--- src/rtl/ca_engine_if.sv ---
// Control and status bundle between a cellular-automaton engine and whatever drives it.
// The engine takes the slave side; the controller or testbench takes the master side.
interface ca_engine_if #(
    parameter int WIDTH = 16,
    parameter int DIV_W = 8,
    parameter int GEN_W = 16
);
    logic             load;
    logic [WIDTH-1:0] seed;
    logic [7:0]       rule;
    logic             boundary;
    logic             run;
    logic             step;
    logic [DIV_W-1:0] period;

    logic [WIDTH-1:0] cur;
    logic [GEN_W-1:0] gen;
    logic             adv;
    logic             stable;
    logic             halted;

    modport master (
        output load, seed, rule, boundary, run, step, period,
        input  cur, gen, adv, stable, halted
    );

    modport slave (
        input  load, seed, rule, boundary, run, step, period,
        output cur, gen, adv, stable, halted
    );
endinterface

--- src/rtl/ca_engine.sv ---
// Radius-1 elementary cellular automaton engine with single-step and free-run modes.
// Free-run stops automatically when a generation reproduces itself.
module ca_engine #(
    parameter int WIDTH = 16,
    parameter int DIV_W = 8,
    parameter int GEN_W = 16
) (
    input  logic        clk,
    input  logic        rst_n,
    ca_engine_if.slave  bus
);

    typedef enum logic [1:0] {IDLE, RUN, HALT} state_t;

    state_t           state;
    state_t           state_next;
    logic [DIV_W-1:0] tick;
    logic [DIV_W-1:0] tick_next;
    logic             do_adv;

    logic [WIDTH-1:0] cur_q;
    logic [WIDTH-1:0] nxt;
    logic [WIDTH-1:0] left_n;
    logic [WIDTH-1:0] right_n;
    logic [GEN_W-1:0] gen_q;
    logic             adv_q;
    logic             stable_q;

    // Bit i of left_n/right_n is the left (i+1) / right (i-1) neighbour of cell i.
    assign left_n  = {(bus.boundary ? 1'b0 : cur_q[0]), cur_q[WIDTH-1:1]};
    assign right_n = {cur_q[WIDTH-2:0], (bus.boundary ? 1'b0 : cur_q[WIDTH-1])};

    always_comb begin
        nxt = '0;
        for (int i = 0; i < WIDTH; i++) begin
            nxt[i] = bus.rule[{left_n[i], cur_q[i], right_n[i]}];
        end
    end

    always_comb begin
        state_next = state;
        tick_next  = tick;
        do_adv     = 1'b0;
        if (bus.load) begin
            state_next = IDLE;
            tick_next  = '0;
        end else begin
            case (state)
                IDLE: begin
                    tick_next = '0;
                    do_adv    = bus.step;
                    if (bus.run) begin
                        state_next = RUN;
                    end
                end
                RUN: begin
                    if (!bus.run) begin
                        state_next = IDLE;
                        tick_next  = '0;
                    end else if (tick == bus.period) begin
                        do_adv    = 1'b1;
                        tick_next = '0;
                        if (nxt == cur_q) begin
                            state_next = HALT;
                        end
                    end else begin
                        tick_next = tick + 1'b1;
                    end
                end
                HALT: begin
                    tick_next = '0;
                    if (!bus.run) begin
                        state_next = IDLE;
                    end
                end
                default: begin
                    state_next = IDLE;
                    tick_next  = '0;
                end
            endcase
        end
    end

    always_ff @(posedge clk or negedge rst_n) begin
        if (!rst_n) begin
            state <= IDLE;
            tick  <= '0;
        end else begin
            state <= state_next;
            tick  <= tick_next;
        end
    end

    // gen saturates so a long free-run never wraps back to a small count.
    always_ff @(posedge clk or negedge rst_n) begin
        if (!rst_n) begin
            cur_q    <= '0;
            gen_q    <= '0;
            adv_q    <= 1'b0;
            stable_q <= 1'b0;
        end else if (bus.load) begin
            cur_q    <= bus.seed;
            gen_q    <= '0;
            adv_q    <= 1'b0;
            stable_q <= 1'b0;
        end else begin
            adv_q <= do_adv;
            if (do_adv) begin
                cur_q    <= nxt;
                gen_q    <= (gen_q == '1) ? gen_q : gen_q + 1'b1;
                stable_q <= (nxt == cur_q);
            end
        end
    end

    assign bus.cur    = cur_q;
    assign bus.gen    = gen_q;
    assign bus.adv    = adv_q;
    assign bus.stable = stable_q;
    assign bus.halted = (state == HALT);

endmodule

--- src/flat_wrapper.sv ---
// flat-port wrapper written by rule: the top's interface ports become plain ports
module ca_engine_flat 
#(
    parameter int WIDTH = 16,
    parameter int DIV_W = 8,
    parameter int GEN_W = 16
)
  (clk, rst_n, bus_load, bus_seed, bus_rule, bus_boundary, bus_run, bus_step, bus_period, bus_cur, bus_gen, bus_adv, bus_stable, bus_halted);
  ca_engine_if #(.WIDTH(WIDTH), .DIV_W(DIV_W), .GEN_W(GEN_W)) bus_i ();
  input  logic clk;
  input  logic rst_n;
  input wire logic [$bits(bus_i.load)-1:0] bus_load;
  input wire logic [$bits(bus_i.seed)-1:0] bus_seed;
  input wire logic [$bits(bus_i.rule)-1:0] bus_rule;
  input wire logic [$bits(bus_i.boundary)-1:0] bus_boundary;
  input wire logic [$bits(bus_i.run)-1:0] bus_run;
  input wire logic [$bits(bus_i.step)-1:0] bus_step;
  input wire logic [$bits(bus_i.period)-1:0] bus_period;
  output wire logic [$bits(bus_i.cur)-1:0] bus_cur;
  output wire logic [$bits(bus_i.gen)-1:0] bus_gen;
  output wire logic [$bits(bus_i.adv)-1:0] bus_adv;
  output wire logic [$bits(bus_i.stable)-1:0] bus_stable;
  output wire logic [$bits(bus_i.halted)-1:0] bus_halted;
  assign bus_i.load = bus_load;
  assign bus_i.seed = bus_seed;
  assign bus_i.rule = bus_rule;
  assign bus_i.boundary = bus_boundary;
  assign bus_i.run = bus_run;
  assign bus_i.step = bus_step;
  assign bus_i.period = bus_period;
  assign bus_cur = bus_i.cur;
  assign bus_gen = bus_i.gen;
  assign bus_adv = bus_i.adv;
  assign bus_stable = bus_i.stable;
  assign bus_halted = bus_i.halted;
  ca_engine #(.WIDTH(WIDTH), .DIV_W(DIV_W), .GEN_W(GEN_W)) u_core (.clk(clk), .rst_n(rst_n), .bus(bus_i));
endmodule
--- config.mk ---
export PLATFORM = sky130hd
export DESIGN_NAME = ca_engine_flat
export DESIGN_NICKNAME = d
export VERILOG_FILES = /design/src/rtl/ca_engine_if.sv /design/src/rtl/ca_engine.sv /design/src/flat_wrapper.sv
export SDC_FILE = /design/constraint.sdc
export NUM_CORES = 1
export LEC_CHECK = 0
export BUFFER_PORTS_ARGS = -buffer_cell sky130_fd_sc_hd__clkbuf_2
export CAP_MARGIN = 0
export CORE_MARGIN = 2
export CORE_UTILIZATION = 60
export CTS_CLUSTER_SIZE = 25
export DETAILED_ROUTE_END_ITERATION = 10
export HOLD_SLACK_MARGIN = 0.03
export PLACE_DENSITY_LB_ADDON = 0.08
export SYNTH_ARGS = -nofsm -noshare
export SYNTH_HDL_FRONTEND = slang
export SYNTH_SLANG_ARGS = --single-unit
--- constraint.sdc ---
create_clock -name clk -period 4.7 [get_ports clk]
set_clock_uncertainty 0.05 [all_clocks]
set_input_delay 0.705 -clock clk [delete_from_list [all_inputs] [get_ports clk]]
set_output_delay 0.705 -clock clk [all_outputs]
set_load 0.02 [all_outputs]
==> results by group, run 1 <==
Clocking
  • Hold buffer count at cts: 0
  • Setup Fix Bufs, Post-CTS: 0
  • Clk sinks: 44
  • # H-tree levels: 2
  • CTS root buffer: clkbuf_8
  • Clock tree buffer depth: 2
  • Post-CTS sizing: 0
  • Register clock-pin slew on the reported worst setup and hold paths: 0.09 ns
  • Num CTS Buffers: 5
  • CTS tree: yes
  • Clock latency on the worst-skew pair: 0.31 ns

Global route
  • Largest net degree at the start of global routing: 45
  • Antenna violations before repair: 0
  • Vias in the first global route: 3292
  • First-pass GRT wire length: 15300 um
  • Total gr overflow: 0
  • Total track usage: 0.292

Timing
  • Endpoints failing setup: 0
  • Slew margin rel.: 0.316
  • Fin crit period: 2.81 ns
  • Final period util: 0.599
  • PnR worst setup slack: 1.89 ns
  • Setup TNS: 0 ns
  • Hold Violations, Final: 0
  • Max frequency: 355 MHz
  • Worst slew pin tran: 1.02 ns
  • Final hold slack: 0.415 ns
  • Fin. max-slew vios: 0
  • RSZ-0062 raised after global routing: false

Power and ir drop
  • Sw frac: 0.375
  • PwrDens: 295 nW/um2
  • Cell Int Power: 749 uW
  • NetSw: 449 uW
  • Reg power frac: 0.398
  • Leakage: 1.81 nW
  • Clock share of power: 0.266
  • VDD IR max: 0.180 mV
  • Comb pwr share: 0.335

Cells and area
  • # fillers: 492
  • Register area: 1100 um2
  • Layout cells sized above 1: 0.216
  • Commonest non-fill, non-tap cell in the layout: clkbuf_2
  • Most frequent cells in the layout: 72 x clkbuf_2, 47 x nand2_1, 44 x dfrtp_1
  • Finished Cell Area: 4060 um2
  • Synth-to-layout area growth: 11.6%
  • Footprint of the multi-input gates: 2310 um2
  • Util after Layout: 0.690
  • Ant diodes: 0
  • # nets final: 530

Placed design
  • Placed Area: 3940 um2
  • PortBufs: 72
  • Pre-CTS setup slack: 1.57 ns
  • Routability congestion estimate from global placement: 0.861
  • Post-DP HPWL: 6330 um

Setup path
  • Critical path class: input pin to flip-flop
  • Crit-path slowest cell: a31oi_1
  • CP cell instances: clkbuf_2 -> xnor2_1 -> nand4_1 -> o31a_1 -> buf_4 -> a31oi_1 -> nand3_1 -> xor2_1 -> nor2_1
  • WP buf/inv: 2
  • Critical Path Stages: 9
  • Worst R2R End: u_core.bus.gen[11]$_DFFE_PN0P_
  • CP Launch Type: input pin
  • Critical Path Start: bus_period[1]
  • Worst setup path endpoint: u_core.bus.gen[11]$_DFFE_PN0P_
  • Critical path fanouts, max: 39
  • CP top delay family: compound AO/OA/AOI/OAI gates
  • R2R cell count: 8
  • Largest stage delay on the critical path: 0.79 ns
  • Data required, critical path: 4.81 ns
  • Worst Setup End Kind: flip-flop
  • Worst EP arrival: 2.92 ns
  • Worst r2r src: u_core.tick[3]$_DFF_PN0_
  • R2r setup slk: 1.93 ns

Synthesis
  • Synth Register Bits: 44
  • Syn Std Cell Area: 3640 um2
  • Synth Flop Type: dfrtp_1
  • Synth Instances: 443
  • EDFF count, synth: 0
  • Yosys Warn Count: 0
  • Syn nets: 483
  • Sequential share of the synthesized area: 0.303
  • Fraction of registers with async set/reset: 1.00
  • Avg Cell Area, Syn: 8.21 um2
  • Post-synthesis cell type count: 67

Detailed routing
  • Initial DRT Pass Iterations: 4
  • Post-route ant nets: 0
  • Post-DR wirelength/cell: 16.4 um
  • Initial DRC count: 303
  • Routed vias: 3501
  • Routed WL: 9280 um
  • DRC viols: 0
  • DR vias/cell: 6.19

Floorplan
  • Die X: 81.9 um
  • Die H: 81.9 um
  • Initial Utilization: 0.618
  • Num rows: 28
  • Core box area: 5890 um2
  • # IOs: 73
  • Die area: 6700 um2

Status
  • Outcome: finished, final reports clean

Run
  • Max Cap Viol: 0

Min path
  • Min-delay worst type: input pin to async pin
[layer usage]
metal / vias to the layer above / global-route usage / wire, um
li1: 1703 / - / -
met1: 1662 / 0.381 / 4040
met3: 15 / 0.0484 / 538
met2: 121 / 0.487 / 4560
met4: 0 / 0.108 / 141
met5: - / 0 / 0
[stage by stage]
stage,power (mW),cells
floorplan,0.779,443
global placement,0.871,558
detailed placement,0.881,558
CTS,1.20,566
global route,1.27,566
finish,1.20,566
[state kept, by name, summed over array words and instances, names as in the netlist]
name / flops
u_core.bus.gen: 16
u_core.bus.cur: 16
u_core.bus.adv: 1
u_core.state: 2
u_core.bus.stable: 1
u_core.tick: 8
[cell families after synthesis]
group           after synthesis  synth area share
simple gates                173             0.236
fa+ha+maj                     2           0.00688
compound gates              116             0.208
mux                          25             0.104
buf+inv                      50            0.0626
flops                        44             0.303
xor+xnor                     33            0.0795
[cell usage after synthesis, types with 2 or more instances]
cell,n,area (um2)
nor2_1,41,154
a21o_1,3,22.5
clkbuf_1,18,67.6
inv_2,3,11.3
inv_1,13,48.8
dfrtp_1,44,1100
and3_1,9,56.3
a211oi_1,4,30.0
o21ai_1,4,20.0
o2111ai_1,9,78.8
o21a_1,4,30.0
mux4_2,6,135
nand2b_1,7,43.8
mux2i_1,11,110
a21boi_0,4,30.0
mux4_1,2,52.6
o22ai_1,3,18.8
o211ai_1,4,30.0
nand2_1,47,176
and4_1,3,26.3
xor2_1,18,158
ha_1,2,25.0
nand4_1,10,62.6
a2111oi_0,3,26.3
mux2_2,5,56.3
nor3_1,11,55.1
buf_6,3,33.8
or3_1,4,25.0
nor2b_1,8,50.1
buf_2,11,55.1
xnor2_1,15,131
o31a_1,2,17.5
a21oi_1,21,105
o31ai_1,2,15.0
o21ai_0,33,165
a21boi_1,3,22.5
nand3_1,19,95.1
a31o_2,2,17.5
a31oi_1,4,25.0
[power by group through the flow]
stage | logic (mW) | registers, mW | clock network (mW)
6_report | 0.402 | 0.477 | 0.319
5_1_grt | 0.446 | 0.486 | 0.340
4_1_cts | 0.400 | 0.476 | 0.327
3_5_place_dp | 0.397 | 0.484 | 0
3_3_place_gp | 0.390 | 0.481 | 0
2_1_floorplan | 0.321 | 0.458 | 0
[area by class of cell]
cell class / instances / share of cell area
multi-input cells: 349 / 0.569
flip-flops and latches: 44 / 0.271
repair buffers: 74 / 0.0925
well taps: 75 / 0.0231
clock buffers: 6 / 0.0203
inverters: 16 / 0.0148
clock inverters: 2 / 0.00955
[worst register-to-register path, delay by kind of cell (launching register included)]
kind	cells	cell delay (ns)
buf+inv	1	0.25
compound gates	2	1.12
flops	1	0.43
simple gates	3	0.41
xor+xnor	2	0.37
[worst min path at each step]
stage                                       start                       endpoint  slack, ns  cells past startpoint
finish                                      rst_n  u_core.bus.cur[3]$_DFFE_PN0P_       0.42                      2
CTS                                         rst_n  u_core.bus.cur[7]$_DFFE_PN0P_       0.45                      2
floorplan                                   rst_n       u_core.bus.adv$_DFF_PN0_       0.36                      0
global route                                rst_n  u_core.bus.cur[7]$_DFFE_PN0P_       0.49                      2
global placement    u_core.bus.stable$_DFFE_PN0P_  u_core.bus.stable$_DFFE_PN0P_       0.46                      2
detailed placement  u_core.bus.stable$_DFFE_PN0P_  u_core.bus.stable$_DFFE_PN0P_       0.48                      2
No activity file was read; power rests on OpenSTA's default activity.
==> inputs of run 2 (changes only) <==
--- a/config.mk
+++ b/config.mk
@@ -8,7 +8,7 @@
 export BUFFER_PORTS_ARGS = -buffer_cell sky130_fd_sc_hd__clkbuf_2
 export CAP_MARGIN = 0
 export CORE_MARGIN = 2
-export CORE_UTILIZATION = 60
+export CORE_UTILIZATION = 51
 export CTS_CLUSTER_SIZE = 25
 export DETAILED_ROUTE_END_ITERATION = 10
 export HOLD_SLACK_MARGIN = 0.03
==> constraint.sdc (replaced) <==
create_clock -name clk -period 2.5 [get_ports clk]
set_clock_uncertainty 0.05 [all_clocks]
set_input_delay 0.375 -clock clk [delete_from_list [all_inputs] [get_ports clk]]
set_output_delay 0.375 -clock clk [all_outputs]
set_load 0.02 [all_outputs]
==> run 2 against run 1 <==
- clock power rose by 110%
- core utilization fell by 6.3 points
- register-to-register slack got worse by 1.8 ns
- total power rose by 99%
- critical path depth fell by 3
- worst hold slack got worse by 0.18 ns
- via count rose by 4.1%
- setup slack got worse by 1.7 ns
- combinational power rose by 120%
- largest power group is now combinational cells
- sequential power rose by 81%
- sequential share of layout area fell by 1.4 points
- largest cell class unchanged
==> results by group, run 2 (synthesis gave the netlist of run 1 again) <==
Setup path
  • Data required, critical path: 2.69 ns (was 4.81 ns)
  • Worst EP arrival: 2.54 ns (was 2.92 ns)
  • Crit-path slowest cell: dfrtp_1 (was a31oi_1)
  • Critical path class: flip-flop to flip-flop (was input pin to flip-flop)
  • Worst Setup End Kind: flip-flop (unchanged)
  • CP cell instances: mux2_2 -> mux4_2 -> nor2_2 -> nand2_1 -> or4_1 -> o21ai_1 (was clkbuf_2 -> xnor2_1 -> nand4_1 -> o31a_1 -> buf_4 -> a31oi_1 -> nand3_1 -> xor2_1 -> nor2_1)
  • CP Launch Type: flip-flop (was input pin)
  • WP buf/inv: 0 (was 2)
  • Largest stage delay on the critical path: 0.52 ns (was 0.79 ns)
  • Critical path fanouts, max: 8 (was 39)
  • CP top delay family: multiplexers (was compound AO/OA/AOI/OAI gates)

Global route
  • Total track usage: 0.260 (was 0.292)
  • Total gr overflow: 0 (unchanged)
  • Antenna violations before repair: 0 (unchanged)
  • Largest net degree at the start of global routing: 40 (was 45)
  • Vias in the first global route: 3247 (was 3292)
  • First-pass GRT wire length: 16100 um (was 15300 um)

Placed design
  • Post-DP HPWL: 7170 um (was 6330 um)
  • Placed Area: 4140 um2 (was 3940 um2)
  • Routability congestion estimate from global placement: 0.874 (was 0.861)
  • PortBufs: 72 (unchanged)

Floorplan
  • # IOs: 73 (unchanged)
  • Die H: 88.5 um (was 81.9 um)
  • Die X: 88.5 um (was 81.9 um)
  • Core box area: 6830 um2 (was 5890 um2)
  • Initial Utilization: 0.532 (was 0.618)
  • Num rows: 30 (was 28)
  • Die area: 7820 um2 (was 6700 um2)

Detailed routing
  • Met3 Routed Length: 605 um (was 538 um)
  • Highest Signal Layer: met4 (unchanged)
  • Post-DR wirelength/cell: 16.2 um (was 16.4 um)
  • Initial DRT Pass Iterations: 5 (was 4)
  • WL met2: 4760 um (was 4560 um)
  • DRT met1 WL: 4430 um (was 4040 um)
  • Initial DRC count: 295 (was 303)
  • DRC viols: 0 (unchanged)
  • Post-route ant nets: 0 (unchanged)
  • Routed vias: 3646 (was 3501)
  • Routed WL: 9880 um (was 9280 um)
  • DR vias/cell: 5.99 (was 6.19)

Timing
  • Max frequency: 424 MHz
  • Hold Violations, Final: 0 (unchanged)
  • Setup TNS: 0 ns (unchanged)
  • Fin. max-slew vios: 0 (unchanged)
  • Endpoints failing setup: 0 (unchanged)
  • Worst slew pin tran: 0.668 ns (was 1.02 ns)
  • Final period util: 0.943
  • Final hold slack: 0.232 ns (was 0.415 ns)
  • RSZ-0062 raised after global routing: false (unchanged)
  • Slew margin rel.: 0.553 (was 0.316)
  • Fin crit period: 2.36 ns

Cells and area
  • Finished Cell Area: 4280 um2 (was 4060 um2)
  • Util after Layout: 0.627 (was 0.690)
  • # nets final: 553 (was 530)
  • Ant diodes: 0 (unchanged)
  • Layout cells sized above 1: 0.251 (was 0.216)
  • Synth-to-layout area growth: 17.8% (was 11.6%)
  • Commonest non-fill, non-tap cell in the layout: clkbuf_2 (unchanged)
  • Most frequent cells in the layout: 72 x clkbuf_2, 47 x nand2_1, 42 x dfrtp_1 (was 72 x clkbuf_2, 47 x nand2_1, 44 x dfrtp_1)
  • # fillers: 639 (was 492)

Run
  • Max Cap Viol: 0 (unchanged)

Clocking
  • CTS tree: yes (unchanged)
  • Register clock-pin slew on the reported worst setup and hold paths: 0.10 ns (was 0.09 ns)
  • Num CTS Buffers: 5 (unchanged)
  • Clk sinks: 44 (unchanged)
  • Clock latency on the worst-skew pair: 0.30 ns (was 0.31 ns)
  • # H-tree levels: 2 (unchanged)
  • Clock tree buffer depth: 2 (unchanged)
  • Setup Fix Bufs, Post-CTS: 0 (unchanged)
  • CTS root buffer: clkbuf_8 (unchanged)

Power and ir drop
  • PwrDens: 557 nW/um2 (was 295 nW/um2)
  • Leakage: 1.92 nW (was 1.81 nW)
  • VDD IR max: 0.312 mV (was 0.180 mV)

Status
  • Outcome: finished, final reports clean (unchanged)

Min path
  • Min-delay worst type: input pin to flip-flop (was input pin to async pin)
-- run 2: path summary, 6_finish.rpt --
check,slack [ns],end,cells after the start,start
setup / recovery,0.14,u_core.state[1]$_DFFE_PN0P_,6,u_core.bus.cur[4]$_DFFE_PN0P_
hold / removal,0.23,u_core.bus.cur[2]$_DFFE_PN0P_,3,bus_seed[2]
setup reg to reg,0.14,u_core.state[1]$_DFFE_PN0P_,6,u_core.bus.cur[4]$_DFFE_PN0P_
hold reg to reg,0.49,u_core.tick[0]$_DFF_PN0_,1,u_core.tick[0]$_DFF_PN0_
max in group asynchronous,1.17,u_core.bus.cur[0]$_DFFE_PN0P_,3,rst_n
min in group asynchronous,0.45,u_core.bus.cur[5]$_DFFE_PN0P_,2,rst_n
-- run 2: area by class of cell --
cell class,count,area [um2],share of cell area
Multi-Input combinational cell,349,2310,0.539
Sequential cell,44,1100,0.258
Timing Repair Buffer,97,563,0.131
Tap cell,96,120,0.0280
Clock buffer,5,68.8,0.0161
Clock inverter,2,60.1,0.0140
Inverter,16,60.1,0.0140
-- run 2: worst reg2reg max path: cells and delay by family, from the launching register on --
| kind | cells | cell delay [ns] |
|---|---|---|
| and+or+nand+nor | 3 | 0.70 |
| DFF | 1 | 0.52 |
| AOI/OAI and AO/OA | 1 | 0.12 |
| muxes | 2 | 0.89 |
-- run 2: power by group --
part	internal (mW)	total [mW]	switching (mW)
combinational	0.379	0.865	0.487
sequential	0.753	0.863	0.110
clock	0.394	0.660	0.266
-- run 2: routing by layer --
layer / up-vias / GRT usage
met3: 12 / 0.0392
met4: 0 / 0.0496
met1: 1738 / 0.373
met5: - / 0
li1: 1741 / -
met2: 155 / 0.424
-- run 2: timing repair --
| item | in CTS | in global routing |
|---|---|---|
| endpoints found under the hold margin | 11 | 0 |
| gates resized for setup | 0 | 2 |
| endpoints found under the setup margin | 0 | 3 |
| hold buffers | 1 | 0 |
-- run 2: stage by stage --
stage | instances | power, mW | setup slack [ns]
after CTS | 609 | 2.40 | 0.0480
after floorplan | 443 | 1.46 | 0.130
after global placement | 601 | 1.72 | 0.0736
after detailed placement | 601 | 1.73 | 0.0219
final | 609 | 2.39 | 0.142
after global routing | 609 | 2.53 | 0.0221
==> inputs of run 3 (changes only) <==
--- a/config.mk
+++ b/config.mk
@@ -8,7 +8,7 @@
 export BUFFER_PORTS_ARGS = -buffer_cell sky130_fd_sc_hd__clkbuf_2
 export CAP_MARGIN = 0
 export CORE_MARGIN = 2
-export CORE_UTILIZATION = 51
+export CORE_UTILIZATION = 35
 export CTS_CLUSTER_SIZE = 25
 export DETAILED_ROUTE_END_ITERATION = 10
 export HOLD_SLACK_MARGIN = 0.03
==> run 3 against run 2 <==
- fmax decreased by 1.1%
- critical path depth increased by 2
- final cell count grew 7.4%
- core utilization shrank 20 points
- sequential cell count unchanged
- count of clock-buffer cells in the layout is 1 higher
- global-route usage shrank 6.3 points
- critical endpoint unchanged
==> results by group, run 3 (synthesis gave the netlist of run 1 again) <==
Cells and area
  • # nets final: 557 (was 553)
  • Layout cells sized above 1: 0.257 (was 0.251)
  • Synth-to-layout area growth: 19.7% (was 17.8%)
  • Ant diodes: 0 (unchanged)
  • Finished Layout Cells: 654 (was 609)
  • Util after Layout: 0.428 (was 0.627)
  • # fillers: 1055 (was 639)
  • Commonest non-fill, non-tap cell in the layout: clkbuf_2 (unchanged)
  • Finished Cell Area: 4360 um2 (was 4280 um2)
  • Most frequent cells in the layout: 72 x clkbuf_2, 47 x nand2_1, 43 x dfrtp_1 (was 72 x clkbuf_2, 47 x nand2_1, 42 x dfrtp_1)

Min path
  • Min-delay worst type: input pin to flip-flop (unchanged)

Setup path
  • WP buf/inv: 1 (was 0)
  • Worst Setup End Kind: flip-flop (unchanged)
  • Critical path class: flip-flop to flip-flop (unchanged)
  • Crit-path slowest cell: mux4_2 (was dfrtp_1)
  • Largest stage delay on the critical path: 0.55 ns (was 0.52 ns)
  • CP top delay family: simple AND/OR/NAND/NOR gates (was multiplexers)
  • Data required, critical path: 2.69 ns (about the same)
  • Critical path fanouts, max: 7 (was 8)
  • CP Launch Type: flip-flop (unchanged)
  • CP cell instances: buf_4 -> nand2_2 -> a21boi_1 -> mux4_2 -> nor2_2 -> nand2_1 -> or4_1 -> o21ai_1 (was mux2_2 -> mux4_2 -> nor2_2 -> nand2_1 -> or4_1 -> o21ai_1)
  • Worst EP arrival: 2.57 ns (was 2.54 ns)

Placed design
  • Cells after DPL: 645 (was 601)
  • Routability congestion estimate from global placement: 0.852 (was 0.874)
  • Placed Area: 4220 um2 (was 4140 um2)
  • Post-DP HPWL: 7970 um (was 7170 um)
  • PortBufs: 72 (unchanged)

Global route
  • Vias in the first global route: 3419 (was 3247)
  • Antenna violations before repair: 0 (unchanged)
  • M2 GR Usage: 0.329 (was 0.424)
  • Total gr overflow: 0 (unchanged)
  • Met1 usage in global routing: 0.260 (was 0.373)
  • Gr busiest metal: met2 (unchanged)
  • Met3 Track Usage GR: 0.0331 (was 0.0392)
  • First-pass GRT wire length: 17600 um (was 16100 um)
  • Largest net degree at the start of global routing: 28 (was 40)
  • Total track usage: 0.197 (was 0.260)

Timing
  • RSZ-0062 raised after global routing: false (unchanged)
  • Worst slew pin tran: 0.709 ns (was 0.668 ns)
  • Slew margin rel.: 0.525 (was 0.553)
  • Setup TNS: 0 ns (unchanged)
  • Final period util: 0.953 (was 0.943)
  • Max frequency: 420 MHz (was 424 MHz)
  • Endpoints failing setup: 0 (unchanged)
  • Hold Violations, Final: 0 (unchanged)
  • Fin crit period: 2.38 ns (was 2.36 ns)
  • Fin. max-slew vios: 0 (unchanged)

Clocking
  • Clk sinks: 44 (unchanged)
  • CTS root buffer: clkbuf_8 (unchanged)
  • # H-tree levels: 2 (unchanged)
  • Clock latency on the worst-skew pair: 0.30 ns (about the same)
  • Num CTS Buffers: 5 (unchanged)
  • CTS tree: yes (unchanged)
  • Setup Fix Bufs, Post-CTS: 0 (unchanged)
  • Clock tree buffer depth: 2 (unchanged)
  • Register clock-pin slew on the reported worst setup and hold paths: 0.10 ns (about the same)

Status
  • Outcome: finished, final reports clean (unchanged)

Detailed routing
  • Initial DRT Pass Iterations: 5 (unchanged)
  • DRC viols: 0 (unchanged)
  • Routed vias: 3538 (was 3646)
  • Post-DR wirelength/cell: 16.6 um (was 16.2 um)
  • DR vias/cell: 5.41 (was 5.99)
  • Initial DRC count: 198 (was 295)
  • Post-route ant nets: 0 (unchanged)
  • Routed WL: 10800 um (was 9880 um)

Power and ir drop
  • VDD IR max: 0.205 mV (was 0.312 mV)
  • PwrDens: 542 nW/um2 (was 557 nW/um2)
  • Leakage: 1.94 nW (was 1.92 nW)

Floorplan
  • # IOs: 73 (unchanged)
  • Core box area: 10200 um2 (was 6830 um2)
  • Die H: 106 um (was 88.5 um)
  • Die area: 11200 um2 (was 7820 um2)
  • Die X: 106 um (was 88.5 um)
  • Initial Utilization: 0.357 (was 0.532)
  • Num rows: 37 (was 30)

Run
  • Max Cap Viol: 0 (unchanged)
[run 3: area by class of cell]
| class | count | area, um2 | area share |
|---|---|---|---|
| clock buffers | 6 | 82.6 | 0.0190 |
| clock inverters | 2 | 38.8 | 0.00891 |
| inverters | 16 | 60.1 | 0.0138 |
| multi-input cells | 349 | 2310 | 0.530 |
| flip-flops and latches | 44 | 1100 | 0.253 |
| well taps | 136 | 170 | 0.0391 |
| repair buffers | 101 | 593 | 0.136 |
[run 3: repair_timing]
action | in CTS | in global routing
resized for setup | 0 | 1
hold endpoints to repair | 7 | 0
hold buffers | 1 | 0
endpoints found under the setup margin | 0 | 1
[run 3: worst paths after layout]
path | startpoint | endpoint | slack (ns) | depth (start not counted)
setup / recovery | u_core.bus.cur[4]$_DFFE_PN0P_ | u_core.state[1]$_DFFE_PN0P_ | 0.12 | 8
hold / removal | bus_seed[2] | u_core.bus.cur[2]$_DFFE_PN0P_ | 0.23 | 3
setup reg to reg | u_core.bus.cur[4]$_DFFE_PN0P_ | u_core.state[1]$_DFFE_PN0P_ | 0.12 | 8
hold reg to reg | u_core.bus.stable$_DFFE_PN0P_ | u_core.bus.stable$_DFFE_PN0P_ | 0.51 | 2
max in group asynchronous | rst_n | u_core.bus.gen[2]$_DFFE_PN0P_ | 1.36 | 3
min in group asynchronous | rst_n | u_core.bus.adv$_DFF_PN0_ | 0.40 | 2
[run 3: per-layer routing]
metal	share of wire	vias to the layer above	routed length, um
li1	-	1760	-
met1	0.45	1648	4920
met2	0.46	113	4980
met3	0.059	17	640
met4	0.026	0	286
met5	0	-	0
[run 3: metrics by stage]
stage / power, mW / hold WS (ns) / worst slack, ns
final: 2.36 / 0.225 / 0.117
after CTS: 2.39 / 0.213 / 0.125
after global placement: 1.75 / 0.197 / 0.0183
after floorplan: 1.46 / 0.0294 / 0.130
after global routing: 2.51 / 0.226 / 0.000828
after detailed placement: 1.75 / 0.211 / 0.0178
[run 3: power breakdown]
group	leakage, nW	total (mW)	switching [mW]	internal (mW)
clock network	0.0614	0.618	0.290	0.328
registers	0.576	0.864	0.112	0.752
logic	1.30	0.878	0.494	0.384
total	1.94	2.36	0.896	1.46
[run 3: worst register-to-register path, stage by stage, from the launching register on]
cell,delay (ns)
dfrtp_1,0.51
buf_4,0.18
nand2_2,0.05
a21boi_1,0.15
mux4_2,0.55
nor2_2,0.16
nand2_1,0.08
or4_1,0.47
o21ai_1,0.12
